<file path="src/rtl/divider_pkg.sv">
// Shared types for the restoring divider: FSM state encoding and default operand width.
package divider_pkg;

    localparam int DEFAULT_WIDTH = 4;

    typedef enum logic [1:0] {
        HOLD = 2'd0,
        ITER = 2'd1,
        DONE = 2'd2
    } state_t;

endpackage

</file>
<file path="src/rtl/div_step.sv">
// One restoring-division step: shift in the next dividend bit, trial-subtract, keep or restore.
// Purely combinational; the result is consumed on the same clock edge by restoring_divider.
module div_step
    import divider_pkg::*;
#(
    parameter int WIDTH = DEFAULT_WIDTH
) (
    input  logic [WIDTH:0]   r,
    input  logic             q_msb,
    input  logic [WIDTH-1:0] d,
    output logic [WIDTH:0]   r_next,
    output logic             q_bit,
    output logic             sub_ok
);

    logic [WIDTH:0] s;
    logic [WIDTH:0] t;
    logic           r_top_unused;

    // The partial remainder is always below the divisor, so its top bit is zero
    // and only the low WIDTH bits take part in the shift.
    assign r_top_unused = r[WIDTH];

    assign s      = {r[WIDTH-1:0], q_msb};
    assign t      = s - {1'b0, d};
    assign sub_ok = ~t[WIDTH];
    assign q_bit  = sub_ok;
    assign r_next = sub_ok ? t : s;

endmodule

</file>
<file path="src/rtl/restoring_divider.sv">
// Multi-cycle unsigned restoring divider: one quotient bit per clock, result after WIDTH+1 cycles, ENTER ignored while busy.
// Define DIVIDER_DIV0_CHECK_EN to short-circuit a zero divisor straight to DONE with the div_zero flag set.
module restoring_divider
    import divider_pkg::*;
#(
    parameter int WIDTH = DEFAULT_WIDTH
) (
    input  logic             clk,
    input  logic             rst_n,
    input  logic             enter,
    input  logic [WIDTH-1:0] dividend,
    input  logic [WIDTH-1:0] divisor,
    output logic [WIDTH-1:0] quotient,
    output logic [WIDTH-1:0] remainder,
    output logic             busy,
    output logic             done,
    output logic             div_zero
);

    localparam int CNT_W = $clog2(WIDTH);

    state_t           state;
    logic [CNT_W-1:0] cnt;
    logic [WIDTH:0]   r;
    logic [WIDTH-1:0] q;
    logic [WIDTH-1:0] d;

    logic [WIDTH:0]   r_next;
    logic             q_bit;
    logic             sub_ok;
    logic [WIDTH-1:0] q_next;

    div_step #(.WIDTH(WIDTH)) u_step (
        .r      (r),
        .q_msb  (q[WIDTH-1]),
        .d      (d),
        .r_next (r_next),
        .q_bit  (q_bit),
        .sub_ok (sub_ok)
    );

    assign q_next = {q[WIDTH-2:0], q_bit};

`ifdef DIVIDER_DIV0_CHECK_EN
    logic div_zero_q;
    assign div_zero = div_zero_q;
`else
    assign div_zero = 1'b0;
`endif

    always_ff @(posedge clk or negedge rst_n) begin
        if (!rst_n) begin
            state     <= HOLD;
            cnt       <= '0;
            r         <= '0;
            q         <= '0;
            d         <= '0;
            quotient  <= '0;
            remainder <= '0;
            busy      <= 1'b0;
            done      <= 1'b0;
`ifdef DIVIDER_DIV0_CHECK_EN
            div_zero_q <= 1'b0;
`endif
        end else begin
            case (state)
                HOLD: begin
                    if (enter) begin
                        q   <= dividend;
                        d   <= divisor;
                        r   <= '0;
                        cnt <= '0;
`ifdef DIVIDER_DIV0_CHECK_EN
                        if (divisor == '0) begin
                            state      <= DONE;
                            done       <= 1'b1;
                            quotient   <= '1;
                            remainder  <= dividend;
                            div_zero_q <= 1'b1;
                        end else
`endif
                        begin
                            state <= ITER;
                            busy  <= 1'b1;
                        end
                    end
                end
                ITER: begin
                    r   <= r_next;
                    q   <= q_next;
                    cnt <= cnt + 1'b1;
                    // Results are published on the edge of the final step so they are
                    // already stable for the whole DONE cycle.
                    if (cnt == CNT_W'(WIDTH - 1)) begin
                        state     <= DONE;
                        busy      <= 1'b0;
                        done      <= 1'b1;
                        quotient  <= q_next;
                        remainder <= r_next[WIDTH-1:0];
`ifdef DIVIDER_DIV0_CHECK_EN
                        div_zero_q <= 1'b0;
`endif
                    end
                end
                DONE: begin
                    state <= HOLD;
                    done  <= 1'b0;
                end
                default: begin
                    state <= HOLD;
                    busy  <= 1'b0;
                    done  <= 1'b0;
                end
            endcase
        end
    end

endmodule
</file>
<file path="config.mk">
export PLATFORM = sky130hd
export DESIGN_NAME = restoring_divider
export DESIGN_NICKNAME = d
export VERILOG_FILES = /design/src/rtl/divider_pkg.sv /design/src/rtl/div_step.sv /design/src/rtl/restoring_divider.sv
export SDC_FILE = /design/constraint.sdc
export NUM_CORES = 1
export LEC_CHECK = 0
export ABC_AREA = 1
export BUFFER_PORTS_ARGS = -buffer_cell sky130_fd_sc_hd__buf_2
export CORE_MARGIN = 8
export CORE_UTILIZATION = 59
export CTS_CLUSTER_DIAMETER = 40
export DETAILED_ROUTE_END_ITERATION = 10
export PLACE_DENSITY = 0.9
export SKIP_LAST_GASP = 1
export SLEW_MARGIN = 20
export SYNTH_ARGS = -nofsm -noshare
export SYNTH_HDL_FRONTEND = slang
export SYNTH_HIERARCHICAL = 1
export SYNTH_SLANG_ARGS = --single-unit
export TNS_END_PERCENT = 30
</file>
<file path="constraint.sdc">
create_clock -name clk -period 6.61 [get_ports clk]
set_clock_uncertainty 0.2 [all_clocks]
set_input_delay 0 -clock clk [delete_from_list [all_inputs] [get_ports clk]]
set_output_delay 0 -clock clk [all_outputs]
set_load 0.05 [all_outputs]
</file>
## Yosys cells after proc, flatten, opt, wreduce, memory -nomap -nowiden

Cells that the tools add are included.

| storage, ports and cells | value |
|---|---|
| bits in registers | 26 |
| bits of input ports | 11 |

| operators by class | value |
|---|---|
| reductions and logical operators | 8 |
| equal/unequal tests | 5 |
| add/sub/neg operators | 2 |
| multiplexer cells | 15 |
| bitwise logic cells | 3 |

Operator list:

| cell | number |
|---|---|
| $pmux W4 S2 | 2 |
| $mux W4 | 3 |
| $reduce_and A2 Y1 | 5 |
| $pmux W2 S2 | 2 |
| $mux W2 | 3 |
| $sub A5 B4 Y5 | 1 |
| $eq A2 B2 Y1 const B | 2 |
| $ne A2 B2 Y1 const B | 2 |
| $mux W1 | 3 |
| $not A1 Y1 | 3 |
| $pmux W1 S3 | 1 |
| $reduce_and A3 Y1 | 1 |
| $add A2 B1 Y2 const B | 1 |
| $eq A2 B1 Y1 const B | 1 |
| $logic_not A2 Y1 | 1 |
| $pmux W1 S2 | 1 |
| $reduce_bool A2 Y1 | 1 |

## Depth between registers and ports, before layout

Gate-level depths: netlist of run 1.

| depth | value |
|---|---|
| word-level depth | 3 |
| mapped depth | 13 |
| depth with buffers taken out | 13 |

## Modules after synthesis

Netlist of run 1, hierarchy kept.

By module, submodules not included:

| module | cells each | times used | area an instance (um^2) | seq. area each (um^2) |
|---|---|---|---|---|
| restoring_divider | 128 | 1 | 1144.8 | 675.6 |
| div_step | 34 | 1 | 215.2 | 0.0 |

## Least setup slack after synthesis of run 1

No wires, ideal clock.

| path | value |
|---|---|
| path type | reg-to-reg |
| start point | register d[0] |
| end point | register r[2] |
| data required time | 6284 ps |
| slack | 4381 ps |
| stages on the path, launching flop included | 13 |
| buffers on the path | 0 |
| data arrival time | 1903 ps |
| cell sequence | dfrtp_1 -> ha_1 -> fa_1 -> inv_1 -> a21oi_1 -> o21bai_1 -> ha_1 -> inv_1 -> a21oi_1 -> o21ai_0 -> nand2_1 -> inv_1 -> o21ai_0 |

| between the ends | value |
|---|---|
| word-level cells in the longest chain between the ends | 3 |

RTL lines:

| element | line | RTL |
|---|---|---|
| from (decl) | restoring_divider.sv:26 | `logic [WIDTH-1:0] d;` |
| from (signal assigned) | restoring_divider.sv:70 | `d <= divisor;` |
| $sub A5 B4 Y5 | div_step.sv:25 | `assign t = s - {1'b0, d};` |
| $mux W4 | div_step.sv:28 | `assign r_next = sub_ok ? t : s;` |
| named net r_next[2] | restoring_divider.sv:28 | `logic [WIDTH:0] r_next;` |
| $pmux W4 S2 | restoring_divider.sv:66 | `case (state)` |
| to (signal assigned) | restoring_divider.sv:89 | `r <= r_next;` |
| to (decl) | restoring_divider.sv:24 | `logic [WIDTH:0] r;` |

The timed path passes the listed nets, and every way through them passes these cells.
A chain may end at the register's enable or synchronous reset.

## Worst setup path after layout of run 1

| path | value |
|---|---|
| start point | register q[3] |
| end point | register r[2] |

| between the ends | value |
|---|---|
| word-level cells in the longest chain between the ends | 3 |

RTL lines:

| element | line | RTL |
|---|---|---|
| from (decl) | restoring_divider.sv:25 | `logic [WIDTH-1:0] q;` |
| from (signal assigned) | restoring_divider.sv:69 | `q <= dividend;` |
| from (signal assigned) | restoring_divider.sv:90 | `q <= q_next;` |
| $sub A5 B4 Y5 | div_step.sv:25 |  |
| $mux W4 | div_step.sv:28 |  |
| named net r_next[2] | restoring_divider.sv:28 |  |
| $pmux W4 S2 | restoring_divider.sv:66 |  |

The timed path passes the listed nets, and every way through them passes these cells.

==> impl_metrics.py, run 1 <==
metrics = {
    "run_status": {
        "status": "complete, but fails checks",
        "violations": "hold timing",
    },
    "sta": {
        "hold_violations": 26,
        "min_period_ns": 2.59,
        "whs_ns": -0.0175,
        "final_max_slew_viol_count": 0,
        "worst_pin_slew_ns": 0.585,
        "fin_crit_sh": 0.391,
        "fmax_ghz": 0.387,
        "setup_viol": 0,
        "rsz0062_at_grt": "no",
        "slew_headroom": 0.610,
        "tns_ns": 0,
        "setup_ws_ns": 4.02,
    },
    "floorplanning": {
        "rows": 17,
        "die_width_um": 63.2,
        "core-area_um2": 2170,
        "initial_core_util": 0.606,
        "die_area_um2": 4000,
        "die_y_um": 63.2,
        "ios": 22,
    },
    "grt": {
        "antenna_found_initial": 0,
        "grt_max_degree": 27,
        "use_met2": 0.306,
        "grt_pass1_vias": 1276,
        "grt.overflow.total": 0,
        "met1_usage": 0.178,
        "globalRoute.busiestLayer": "met2",
        "grtUsageTotal": 0.171,
        "met3_usage": 0.0389,
        "grt_pass1_wl_um": 5610,
    },
    "critical_path": {
        "cp-start-kind": "flip-flop",
        "setup.worst_path.class": "reg2reg",
        "critPathMostFrequentCell": "inv_1",
        "critPathMaxStageDelay_ns": 0.41,
        "timing.rr.end": "r[2]",
        "worstPathRequired_ns": 6.62,
        "r2r_slack_ns": 4.02,
        "end_kind": "flip-flop",
        "worstPathArrival_ns": 2.60,
        "crit_fanout": 7,
        "rr_startpoint": "q[3]",
        "critPathSlowestCell": "dfrtp_1",
        "reg2reg_depth": 13,
        "crit_chain": "inv_1 > ha_1 > fa_1 > inv_1 > a21oi_1 > o21bai_1 > ha_1 > inv_1 > a21oi_1 > o21ai_0 > nand2_1 > inv_1 > o21ai_0",
    },
    "final_layout": {
        "seq_area_um2": 651,
        "final_common_cell": "nand2_1",
        "mostFrequentLayoutCells": "nand2_1 (50), dfrtp_1 (26), inv_1 (23), dlygate4sd3_1 (21), buf_2 (20)",
        "drive_gt1_frac": 0.172,
        "area_growth_pct": 27.1,
        "multi_input_area_um2": 553,
        "insertedDiodeCount": 0,
        "nets": 217,
        "nFillCells": 154,
    },
    "clocking": {
        "htreeDepth": 1,
        "clock-sinks": 26,
        "clk_pin_slew_ns": 0.15,
        "cts_root_buf": "clkbuf_4",
        "cts_tree": "done",
        "clkLatencyLatePin_ns": 0.33,
        "cts-buffers-inserted": 3,
        "clk_path_buf_depth": 2,
        "cts_setup_buffers": 0,
    },
    "place": {
        "dpl.hpwl_um": 2030,
        "io_buffers": 20,
        "preCtsSetupSlack_ns": 4.17,
        "finalWeightedCongestion": 0.932,
    },
    "power_and_ir_drop": {
        "p_leak_nw": 0.920,
        "ir_worst_vdd_mv": 0.367,
        "powerDensity_nw_per_um2": 558,
    },
    "route": {
        "initialDrtViolationCount": 39,
        "wl_um": 3280,
        "viasPerCell": 5.31,
        "wire_per_inst_um": 14.5,
        "detail-route-antenna-nets": 0,
        "num_vias": 1199,
        "dr.pass1.iters": 4,
        "drc": 0,
    },
    "synthesis": {
        "synth_area_um2": 1320,
        "synth_cells": 157,
        "avgSynthCellArea_um2": 8.38,
        "yosys_warnings": 6,
        "syn_nets": 175,
    },
    "flow_run": {
        "max-cap-violations": 0,
    },
    "min_path": {
        "hp-class": "in2async",
    },
}
==> routing by layer <==
metal,vias up,wire length [µm]
met4,0,96
met5,-,0
met3,7,146
met1,581,1260
li1,569,-
met2,42,1770
==> report_power, final <==
part | switching, W | internal, W | leakage, nW | total [W]
Sequential | 0.0000514 | 0.000234 | 0.320 | 0.000286
Clock | 0.0000484 | 0.0000338 | 0.0210 | 0.0000821
Combinational | 0.000382 | 0.000184 | 0.579 | 0.000566
==> worst max path at each step <==
stage | from | end | slack (ns) | depth (start not counted)
after floorplan | d[0] | r[2] | 4.39 | 12
after global placement | d[0] | r[0] | 4.28 | 11
after detailed placement | q[3] | r[2] | 4.17 | 13
after CTS | q[3] | r[0] | 4.08 | 12
after global routing | q[3] | r[1] | 3.92 | 12
final | q[3] | r[2] | 4.02 | 13
==> flip-flops by register name, indices dropped and copies added (netlist names), 2 cells and up <==
name       flops
cnt            2
d              4
q              4
quotient       4
r              4
remainder      4
state          2
==> cell type report <==
class                      count  area share
timing repair buffer          41       0.186
sequential                    26       0.389
inverter                      23      0.0516
multi-input combinational    104       0.331
clock buffer                   4      0.0217
tap                           28      0.0210
==> worst max-delay path: cells and delay by family, from the launching register on <==
family,cells,cell delay [ns]
fa+ha+maj,3,0.88
compound gates,5,0.46
buf+inv,4,0.44
flops,1,0.41
simple gates,1,0.08
==> metrics by stage <==
step | cell area, µm² | util | total power (W) | hold WS [ns] | std cells
6_report | 1670 | 0.770 | 0.000933 | -0.0175 | 226
3_3_place_gp | 1430 | 0.657 | 0.000775 | -0.181 | 201
2_1_floorplan | 1320 | - | 0.000687 | -0.496 | 157
5_1_grt | 1670 | 0.770 | 0.00101 | 0.0407 | 226
3_5_place_dp | 1430 | 0.657 | 0.000802 | -0.164 | 201
4_1_cts | 1670 | 0.770 | 0.000917 | 0.0114 | 226
==> repair_timing <==
item | in CTS | in global routing
hold buffers | 21 | 0
resized for setup | 0 | 0
endpoints found under the hold margin | 36 | 0
Note: power is estimated with default switching activity, not from simulation.
==> inputs of run 2 (changes only) <==
--- a/config.mk
+++ b/config.mk
@@ -7,11 +7,12 @@
 export LEC_CHECK = 0
 export ABC_AREA = 1
 export BUFFER_PORTS_ARGS = -buffer_cell sky130_fd_sc_hd__buf_2
+export CORE_ASPECT_RATIO = 2
 export CORE_MARGIN = 8
-export CORE_UTILIZATION = 59
+export CORE_UTILIZATION = 49
 export CTS_CLUSTER_DIAMETER = 40
 export DETAILED_ROUTE_END_ITERATION = 10
-export PLACE_DENSITY = 0.9
+export PLACE_DENSITY = 0.8
 export SKIP_LAST_GASP = 1
 export SLEW_MARGIN = 20
 export SYNTH_ARGS = -nofsm -noshare
==> constraint.sdc (replaced) <==
create_clock -name clk -period 2.1 [get_ports clk]
set_clock_uncertainty 0.2 [all_clocks]
set_input_delay 0 -clock clk [delete_from_list [all_inputs] [get_ports clk]]
set_output_delay 0 -clock clk [all_outputs]
set_load 0.05 [all_outputs]
==> run 2 against run 1 <==
Largest power group unchanged; combinational power increased to 3.8 times the previous value; first-iteration DRC count rose by 10%; critical path type unchanged; critical endpoint is now r[3]; count of clock-buffer cells in the layout shrank 1; critical path depth stayed put; global-route usage decreased by 0.21 points; via count rose by 3.7%; the flow finishes with violations (setup timing); hold slack better by 0.051 ns; final area is 6.3% higher; worst setup slack worse by 4.2 ns; largest cell class unchanged; non-clock buffer count is 9 higher.
==> impl_metrics.py, run 2 (synthesized netlist as in run 1, its figures left out) <==
metrics = {
    "floorplanning": {
        "core-area_um2": 2570,
        "ios": 22,
        "die_area_um2": 4700,
        "initial_core_util": 0.512,
        "die_width_um": 52.6,
        "rows": 26,
        "die_y_um": 89.3,
    },
    "critical_path": {
        "setup.worst_path.class": "reg2reg",
        "end_kind": "flip-flop",
        "cp-start-kind": "flip-flop",
        "worstPathRequired_ns": 2.12,
        "crit_fanout": 7,
        "worstPathArrival_ns": 2.32,
    },
    "grt": {
        "grt_max_degree": 27,
        "grt_pass1_vias": 1287,
        "grt.overflow.total": 0,
        "grtUsageTotal": 0.169,
        "antenna_found_initial": 0,
        "grt_pass1_wl_um": 5950,
    },
    "flow_run": {
        "max-cap-violations": 0,
    },
    "route": {
        "drc": 0,
        "wire_per_inst_um": 15.2,
        "dr.pass1.iters": 4,
        "initialDrtViolationCount": 43,
        "viasPerCell": 5.29,
        "detail-route-antenna-nets": 0,
        "num_vias": 1243,
        "wl_um": 3570,
    },
    "clocking": {
        "clk_pin_slew_ns": 0.09,
        "clock-sinks": 26,
        "cts_tree": "done",
        "cts-buffers-inserted": 3,
        "clkLatencyLatePin_ns": 0.28,
        "htreeDepth": 1,
        "clk_path_buf_depth": 2,
        "cts_root_buf": "clkbuf_8",
    },
    "sta": {
        "hold_violations": 0,
        "whs_ns": 0.0334,
        "fin_crit_sh": 1.09,
        "worst_pin_slew_ns": 0.580,
        "setup_ws_ns": -0.199,
        "final_max_slew_viol_count": 0,
        "min_period_ns": 2.30,
        "slew_headroom": 0.613,
        "rsz0062_at_grt": "yes",
        "fmax_ghz": 0.435,
        "setup_viol": 10,
    },
    "min_path": {
        "hp-class": "in2async",
    },
    "final_layout": {
        "nets": 226,
        "area_growth_pct": 35.1,
        "insertedDiodeCount": 0,
        "final_util": 0.691,
        "nFillCells": 197,
        "final_common_cell": "nand2_1",
        "final-instance-count-excl-fill": 235,
        "seq_area_um2": 651,
        "drive_gt1_frac": 0.275,
        "multi_input_area_um2": 568,
        "mostFrequentLayoutCells": "nand2_1 (49), dfrtp_1 (26), buf_2 (20), inv_1 (19)",
    },
    "power_and_ir_drop": {
        "finalPower_w": 0.00344,
        "ir_worst_vdd_mv": 1.26,
        "powerDensity_nw_per_um2": 1940,
        "p_leak_nw": 0.974,
    },
    "run_status": {
        "violations": "setup timing",
        "status": "complete, but fails checks",
    },
    "place": {
        "io_buffers": 20,
        "preCtsSetupSlack_ns": -0.166,
        "dpl.hpwl_um": 2360,
        "finalWeightedCongestion": 0.814,
        "dp_cells": 208,
    },
}
[run 2: cell count changes in the layout (fill, tap and decap cells not counted), sizes merged]
| cell | delta |
|---|---|
| bufinv | +1 |
| buf | +14 |
| dlygate4sd3 | -5 |
| clkbuf | -1 |
[run 2: layout make-up]
cell class | instances | share of cell area
inverter | 23 | 0.0486
tap | 28 | 0.0197
clock buffer | 3 | 0.0232
sequential | 26 | 0.366
clock inverter | 1 | 0.0169
timing repair buffer | 50 | 0.206
multi-input combinational | 104 | 0.320
[run 2: final timing paths]
kind	startpoint	to	slack, ns	cells past startpoint
min in group clk	enter	d[1]	0.04	4
max reg2reg	q[3]	r[3]	-0.20	13
min reg2reg	quotient[2]	quotient[2]	0.28	2
max	q[3]	r[3]	-0.20	13
max in group asynchronous	rst_n	r[1]	1.28	2
min	rst_n	q[2]	0.03	2
[run 2: timing repair]
item / in CTS / in global routing
setup buffers: 4 / 3
hold buffers: 16 / 0
pin swaps: 7 / 5
resized for setup: 7 / 1
hold endpoints to repair: 34 / 0
setup endpoints to repair: 10 / 10
[run 2: per-layer routing]
layer	wire length, µm	vias to the layer above	track usage
met5	0	-	0
met4	165	0	0.114
met3	145	15	0.0400
met2	2020	36	0.295
met1	1240	605	0.167
li1	-	587	-
[run 2: power breakdown]
group / internal, W / total, W / switching, W
Combinational: 0.000782 / 0.00213 / 0.00134
Sequential: 0.000740 / 0.000895 / 0.000156
Clock: 0.000256 / 0.000417 / 0.000161
Total: 0.00178 / 0.00344 / 0.00166
[run 2: critical path, cell delays in order, from the launching register on]
cell	delay, ns
dfrtp_1	0.36
inv_1	0.06
ha_2	0.18
fa_2	0.33
inv_2	0.07
a21oi_2	0.05
o21bai_1	0.19
ha_1	0.29
inv_2	0.12
buf_4	0.13
nand2_1	0.06
nand2_2	0.08
nand2_1	0.05
nand2_1	0.07
[run 2: metrics by stage]
stage	setup TNS, ns	cell area (µm²)
after floorplan	-0.0140	1320
after global placement	-0.129	1480
after detailed placement	-0.974	1480
after CTS	-0.951	1750
after global routing	-2.28	1780
final	-1.50	1780
